File: src/rtl/router_demux_ctrl.sv
// Single-source to NUM_DST-destination packet demux with a one-beat output stage.
// Optional ROUTER_DEMUX_DROP_EN: discard packets whose dest-id is out of range.
module router_demux_ctrl #(
  parameter int WIDTH   = 64,
  parameter int NUM_DST = 4,
  parameter int DST_W   = 2,
  parameter int LEN_W   = 4
) (
  input  logic               clk,
  input  logic               reset,
  input  logic [WIDTH-1:0]   data_in,
  input  logic               empty,
  output logic               pop,
  output logic [WIDTH-1:0]   data_out,
  output logic [NUM_DST-1:0] push,
  input  logic [NUM_DST-1:0] full,
  output logic               busy,
  output logic [15:0]        pkt_cnt
`ifdef ROUTER_DEMUX_DROP_EN
  ,
  output logic [15:0]        drop_cnt
`endif
);

  typedef enum logic [1:0] {
    S_IDLE,
    S_BODY,
    S_DROP
  } state_t;

  state_t           r_state;
  logic [LEN_W-1:0] r_rem;
  logic [DST_W-1:0] r_dst;
  logic             r_stg_v;
  logic [WIDTH-1:0] r_stg_d;
  logic [DST_W-1:0] r_stg_dst;
  logic             r_stg_last;
  logic [15:0]      r_pkt_cnt;
`ifdef ROUTER_DEMUX_DROP_EN
  logic [15:0]      r_drop_cnt;
`endif

  logic [DST_W-1:0] w_hdr_raw;
  logic [LEN_W-1:0] w_hdr_len;
  logic             w_hdr_oor;
  logic [DST_W-1:0] w_hdr_dst;
  logic             w_hdr_drop;
  logic             w_fire;
  logic             w_can_load;
  logic             w_pop_ok;
  logic             w_dropping;
  logic             w_load;
  logic             w_idle;

  assign w_hdr_raw = data_in[DST_W-1:0];
  assign w_hdr_len = data_in[DST_W+LEN_W-1:DST_W];
  assign w_idle    = (r_state == S_IDLE);

  generate
    if ((1 << DST_W) > NUM_DST) begin : g_oor
      assign w_hdr_oor = (w_hdr_raw > DST_W'(NUM_DST - 1));
    end else begin : g_no_oor
      assign w_hdr_oor = 1'b0;
    end
  endgenerate

`ifdef ROUTER_DEMUX_DROP_EN
  assign w_hdr_drop = w_hdr_oor;
`else
  assign w_hdr_drop = 1'b0;
`endif

  // Without dropping, out-of-range ids fall back to destination 0
  assign w_hdr_dst = w_hdr_oor ? '0 : w_hdr_raw;

  always_comb begin
    push = '0;
    for (int i = 0; i < NUM_DST; i++) begin
      push[i] = r_stg_v && (r_stg_dst == DST_W'(i)) && !full[i];
    end
  end

  assign w_fire     = |push;
  assign w_can_load = !r_stg_v || w_fire;

  always_comb begin
    w_pop_ok = 1'b0;
    unique case (1'b1)
      (r_state == S_IDLE): w_pop_ok = w_hdr_drop || w_can_load;
      (r_state == S_BODY): w_pop_ok = w_can_load;
      (r_state == S_DROP): w_pop_ok = 1'b1;
      default:             w_pop_ok = 1'b0;
    endcase
  end

  assign pop        = !reset && !empty && w_pop_ok;
  assign w_dropping = (r_state == S_DROP) || (w_idle && w_hdr_drop);
  assign w_load     = pop && !w_dropping;

  always_ff @(posedge clk or posedge reset) begin
    if (reset) begin
      r_state    <= S_IDLE;
      r_rem      <= '0;
      r_dst      <= '0;
      r_stg_v    <= 1'b0;
      r_stg_d    <= '0;
      r_stg_dst  <= '0;
      r_stg_last <= 1'b0;
      r_pkt_cnt  <= '0;
`ifdef ROUTER_DEMUX_DROP_EN
      r_drop_cnt <= '0;
`endif
    end else begin
      if (w_load) begin
        r_stg_v    <= 1'b1;
        r_stg_d    <= data_in;
        r_stg_dst  <= w_idle ? w_hdr_dst : r_dst;
        r_stg_last <= w_idle ? (w_hdr_len == '0)
                             : (r_rem == LEN_W'(1));
      end else if (w_fire) begin
        r_stg_v <= 1'b0;
      end

      if (w_fire && r_stg_last) begin
        r_pkt_cnt <= r_pkt_cnt + 16'd1;
      end

      if (pop) begin
        unique case (r_state)
          S_IDLE: begin
            r_dst <= w_hdr_dst;
            r_rem <= w_hdr_len;
`ifdef ROUTER_DEMUX_DROP_EN
            if (w_hdr_drop) begin
              if (w_hdr_len == '0) begin
                r_drop_cnt <= r_drop_cnt + 16'd1;
              end else begin
                r_state <= S_DROP;
              end
            end else
`endif
            if (w_hdr_len != '0) begin
              r_state <= S_BODY;
            end
          end
          S_BODY: begin
            r_rem <= r_rem - LEN_W'(1);
            if (r_rem == LEN_W'(1)) begin
              r_state <= S_IDLE;
            end
          end
          S_DROP: begin
            r_rem <= r_rem - LEN_W'(1);
            if (r_rem == LEN_W'(1)) begin
              r_state <= S_IDLE;
`ifdef ROUTER_DEMUX_DROP_EN
              r_drop_cnt <= r_drop_cnt + 16'd1;
`endif
            end
          end
          default: r_state <= S_IDLE;
        endcase
      end
    end
  end

  assign data_out = r_stg_d;
  assign busy     = !w_idle || r_stg_v;
  assign pkt_cnt  = r_pkt_cnt;
`ifdef ROUTER_DEMUX_DROP_EN
  assign drop_cnt = r_drop_cnt;
`endif

endmodule
File: config.mk
export PLATFORM = sky130hd
export DESIGN_NAME = router_demux_ctrl
export DESIGN_NICKNAME = d
export VERILOG_FILES = /design/src/rtl/router_demux_ctrl.sv
export SDC_FILE = /design/constraint.sdc
export NUM_CORES = 1
export LEC_CHECK = 0
export ABC_AREA = 1
export BUFFER_PORTS_ARGS = -buffer_cell sky130_fd_sc_hd__buf_4
export CORE_MARGIN = 2
export CORE_UTILIZATION = 30
export DETAILED_ROUTE_END_ITERATION = 10
export GPL_TIMING_DRIVEN = 0
export SKIP_LAST_GASP = 1
export SLEW_MARGIN = 20
export SYNTH_ARGS = -nofsm -noshare
export SYNTH_HDL_FRONTEND = slang
export SYNTH_SLANG_ARGS = --single-unit
File: constraint.sdc
create_clock -name clk -period 3.61 [get_ports clk]
set_input_delay 0.1805 -clock clk [delete_from_list [all_inputs] [get_ports clk]]
set_output_delay 0.1805 -clock clk [all_outputs]
set_load 0.02 [all_outputs]
==> impl_metrics.toml <==
[critical_path]
slowest_stage = "dlygate4sd3_1"
setup.worst_path.class = "in2out"
end_kind = "primary output"
cpPeakStageDelay_ns = 0.54
r2r_start = "r_dst[0]$_DFFE_PP0P_"
r2r_cells = 9
crit_arrival_ns = 1.86
cp_max_fo = 10
r2r-end = "data_out[63]$_DFFE_PP0P_"
cp_common_cell = "buf_4"
worstPathRequired_ns = 3.43
r2r_slack_ns = 1.89
startpoint_type = "input pin"
crit_path_cell_trace = "dlygate4sd3_1, buf_4, nor2_1, nand2_2, inv_2, buf_2, buf_4"

[die]
dieArea_um2 = 14100
start_util_pct = 31.0
ios = 157
core_area_um2 = 12800
rows = 41
chipWidth_um = 119
die_height_um = 119

[detailed_routing]
finalWirelength_mm = 10.5
vias = 3630
drt_iter0_markers = 293
drc_errors = 0
drtPass1Iterations = 4
wl_per_cell_um = 12.5
drt-vias-per-instance = 4.35
drtAntennaViolNets = 0

[clock_tree]
post_cts_buffers = 0
root_buffer = "clkbuf_16"
cts_hold_buffers = 1
ctsLongestPathBuffers = 2
cts_buffers = 9
cts.sinks = 89
cts_tree = "yes"
clkLatencyLatePin_ns = 0.34
cts_resized = 0
htree_levels = 3
cts.clk_slew.worst_paths_ns = 0.06

[logic_synthesis]
yosysTopAreaCellShare_pct = 56.2
synth_seq_cells = 89
yosysUniqueCellTypes = 23
synth.area.top_cells = "dfrtp_1, nand2_1, inv_1"
syn_area_um2 = 3960
syn_inst = 489
yosys.area.top_type = "dfrtp_1"
yosysMostFrequentCell = "nand2_1"
ys_warn_count = 0
yosysSeqAreaShare_pct = 56.2
async_flop_share_pct = 100
syn_nets = 563
ys.flop_type = "dfrtp_1"
syn_area_per_cell_um2 = 8.10
synth-edff-count = 0
yosys-top-cells-count = "nand2_1, dfrtp_1, inv_1"

[place]
place_congestion = 0.804
hpwl_mm = 7.86
dp.cells = 818
io_buffers = 156

[grt]
grt-ovfl-total = 0
grt_use_met1_pct = 19.4
grt_pass1_wl_mm = 17.1
grt_util_met3_pct = 5.94
antenna_found_initial = 0
grt_max_degree = 46
grt_usage_pct = 15.2
grt.busiest_layer = "met2"
grt_use_met2_pct = 23.9
first_global_vias = 3531

[power_and_ir_drop]
power.switching_mw = 1.88
intPower_mw = 2.98
pwr_density_cell_nw_per_um2 = 848
seq_power_share_pct = 35.8
ir_worst_vdd_v = 0.000376
p_leak_nw = 3.19
power_mw = 4.86
clockPowerShare_pct = 21.5
swShare_pct = 38.7
pwr-share-comb_pct = 42.7

[sta]
grt_setup_unrepaired = "no"
worst_clock_skew_ns = 0.00610
final_max_slew_viol_count = 0
maxSlewHeadroom_pct = 61.9
finalSetupViolCount = 0
min_period_over_period_pct = 56.6
worst_pin_slew_ns = 0.572
final-hold-violation-count = 0
tns_ns = 0
fin_crit_ns = 2.04
max_freq_ghz = 0.490

[job]
drv_cap = 0

[finish]
layout.nets = 732
drive_gt1_share_pct = 30.2
diodes = 0
area_growth_pct = 44.6
layout.cells.non_filler = 835

[min_path]
min_path_cells = 3
worstHoldEndpoint = "data_out[42]$_DFFE_PP0P_"
hold_path.class = "in2reg"
hold_start = "data_in[42]"

[run_status]
status = "finished, final reports clean"
layer usage:
metal | part of all wire (%) | vias up
met4 | 1.1 | 0
met2 | 47 | 118
li1 | - | 1833
met1 | 44 | 1669
met5 | 0 | -
met3 | 8.2 | 10
kinds of logic (layout without fill, tap and decap cells):
logic type,count (synthesis),in the layout,synth area share [%]
flip-flops,89,89,56.2
AO/OA/AOI/OAI,17,17,2.21
adder cells (fa/ha/maj),3,3,0.948
XOR/XNOR,9,9,1.99
buffers and inverters,44,218,6.06
AND/OR/NAND/NOR,327,327,32.6
layout by cell type, fill, tap and decap left out, types with 6 or more instances in the layout:
cell	Yosys	final
buf_2	6	6
buf_4	4	160
buf_6	7	7
clkbuf_16	0	9
dfrtp_1	89	89
inv_1	25	24
nand2_1	275	275
nand3_1	16	16
nand4_1	6	6
nor2_1	20	20
o21ai_0	13	13
xnor2_1	6	6
how the worst max path moves through the flow:
stage,from,to,cells after the start
after global placement,reset,data_out[7]$_DFFE_PP0P_,2
after floorplan,reset,data_out[0]$_DFFE_PP0P_,1
after CTS,r_dst[0]$_DFFE_PP0P_,pop,8
final,reset,pop,7
after global routing,r_dst[0]$_DFFE_PP0P_,pop,8
after detailed placement,r_dst[0]$_DFFE_PP0P_,data_out[63]$_DFFE_PP0P_,9
critical path: cells and delay by family:
family	cells	cell delay (ns)
buf+inv	5	1.16
simple gates	2	0.51
through the flow:
stage | instance area, um2 | util (%) | hold slack, ns | setup WS, ns
floorplan | 3960 | - | 0.290 | 1.12
global route | 5730 | 44.8 | 0.0173 | 1.41
finish | 5730 | 44.8 | 0.0305 | 1.57
detailed placement | 5380 | 42.1 | 0.300 | 1.86
CTS | 5730 | 44.8 | 0.0116 | 1.56
global placement | 5350 | 41.9 | 0.374 | 0.00846
area by class of cell:
type,instances,area (um2)
Buffer,17,139
Clock buffer,12,267
Clock inverter,4,73.8
Fill cell,1259,7050
Inverter,27,104
Multi-Input combinational cell,356,1490
Sequential cell,89,2230
Tap cell,172,215
Timing Repair Buffer,158,1210
power groups by stage:
stage / clock network [mW] / logic [mW] / registers (mW)
final: 1.04 / 2.08 / 1.74
after global routing: 1.13 / 2.27 / 1.80
after CTS: 1.08 / 2.11 / 1.74
after detailed placement: 0 / 2.12 / 1.74
after global placement: 0 / 2.08 / 1.73
after floorplan: 0 / 0.713 / 2.19
state kept, by name, indices dropped and copies added, names as in the netlist:
signal,flops
data_out,64
pkt_cnt,16
r_rem,4
r_dst,2
r_state,1
r_stg_last,1
r_stg_v,1
(Power assumes the default switching activity.)
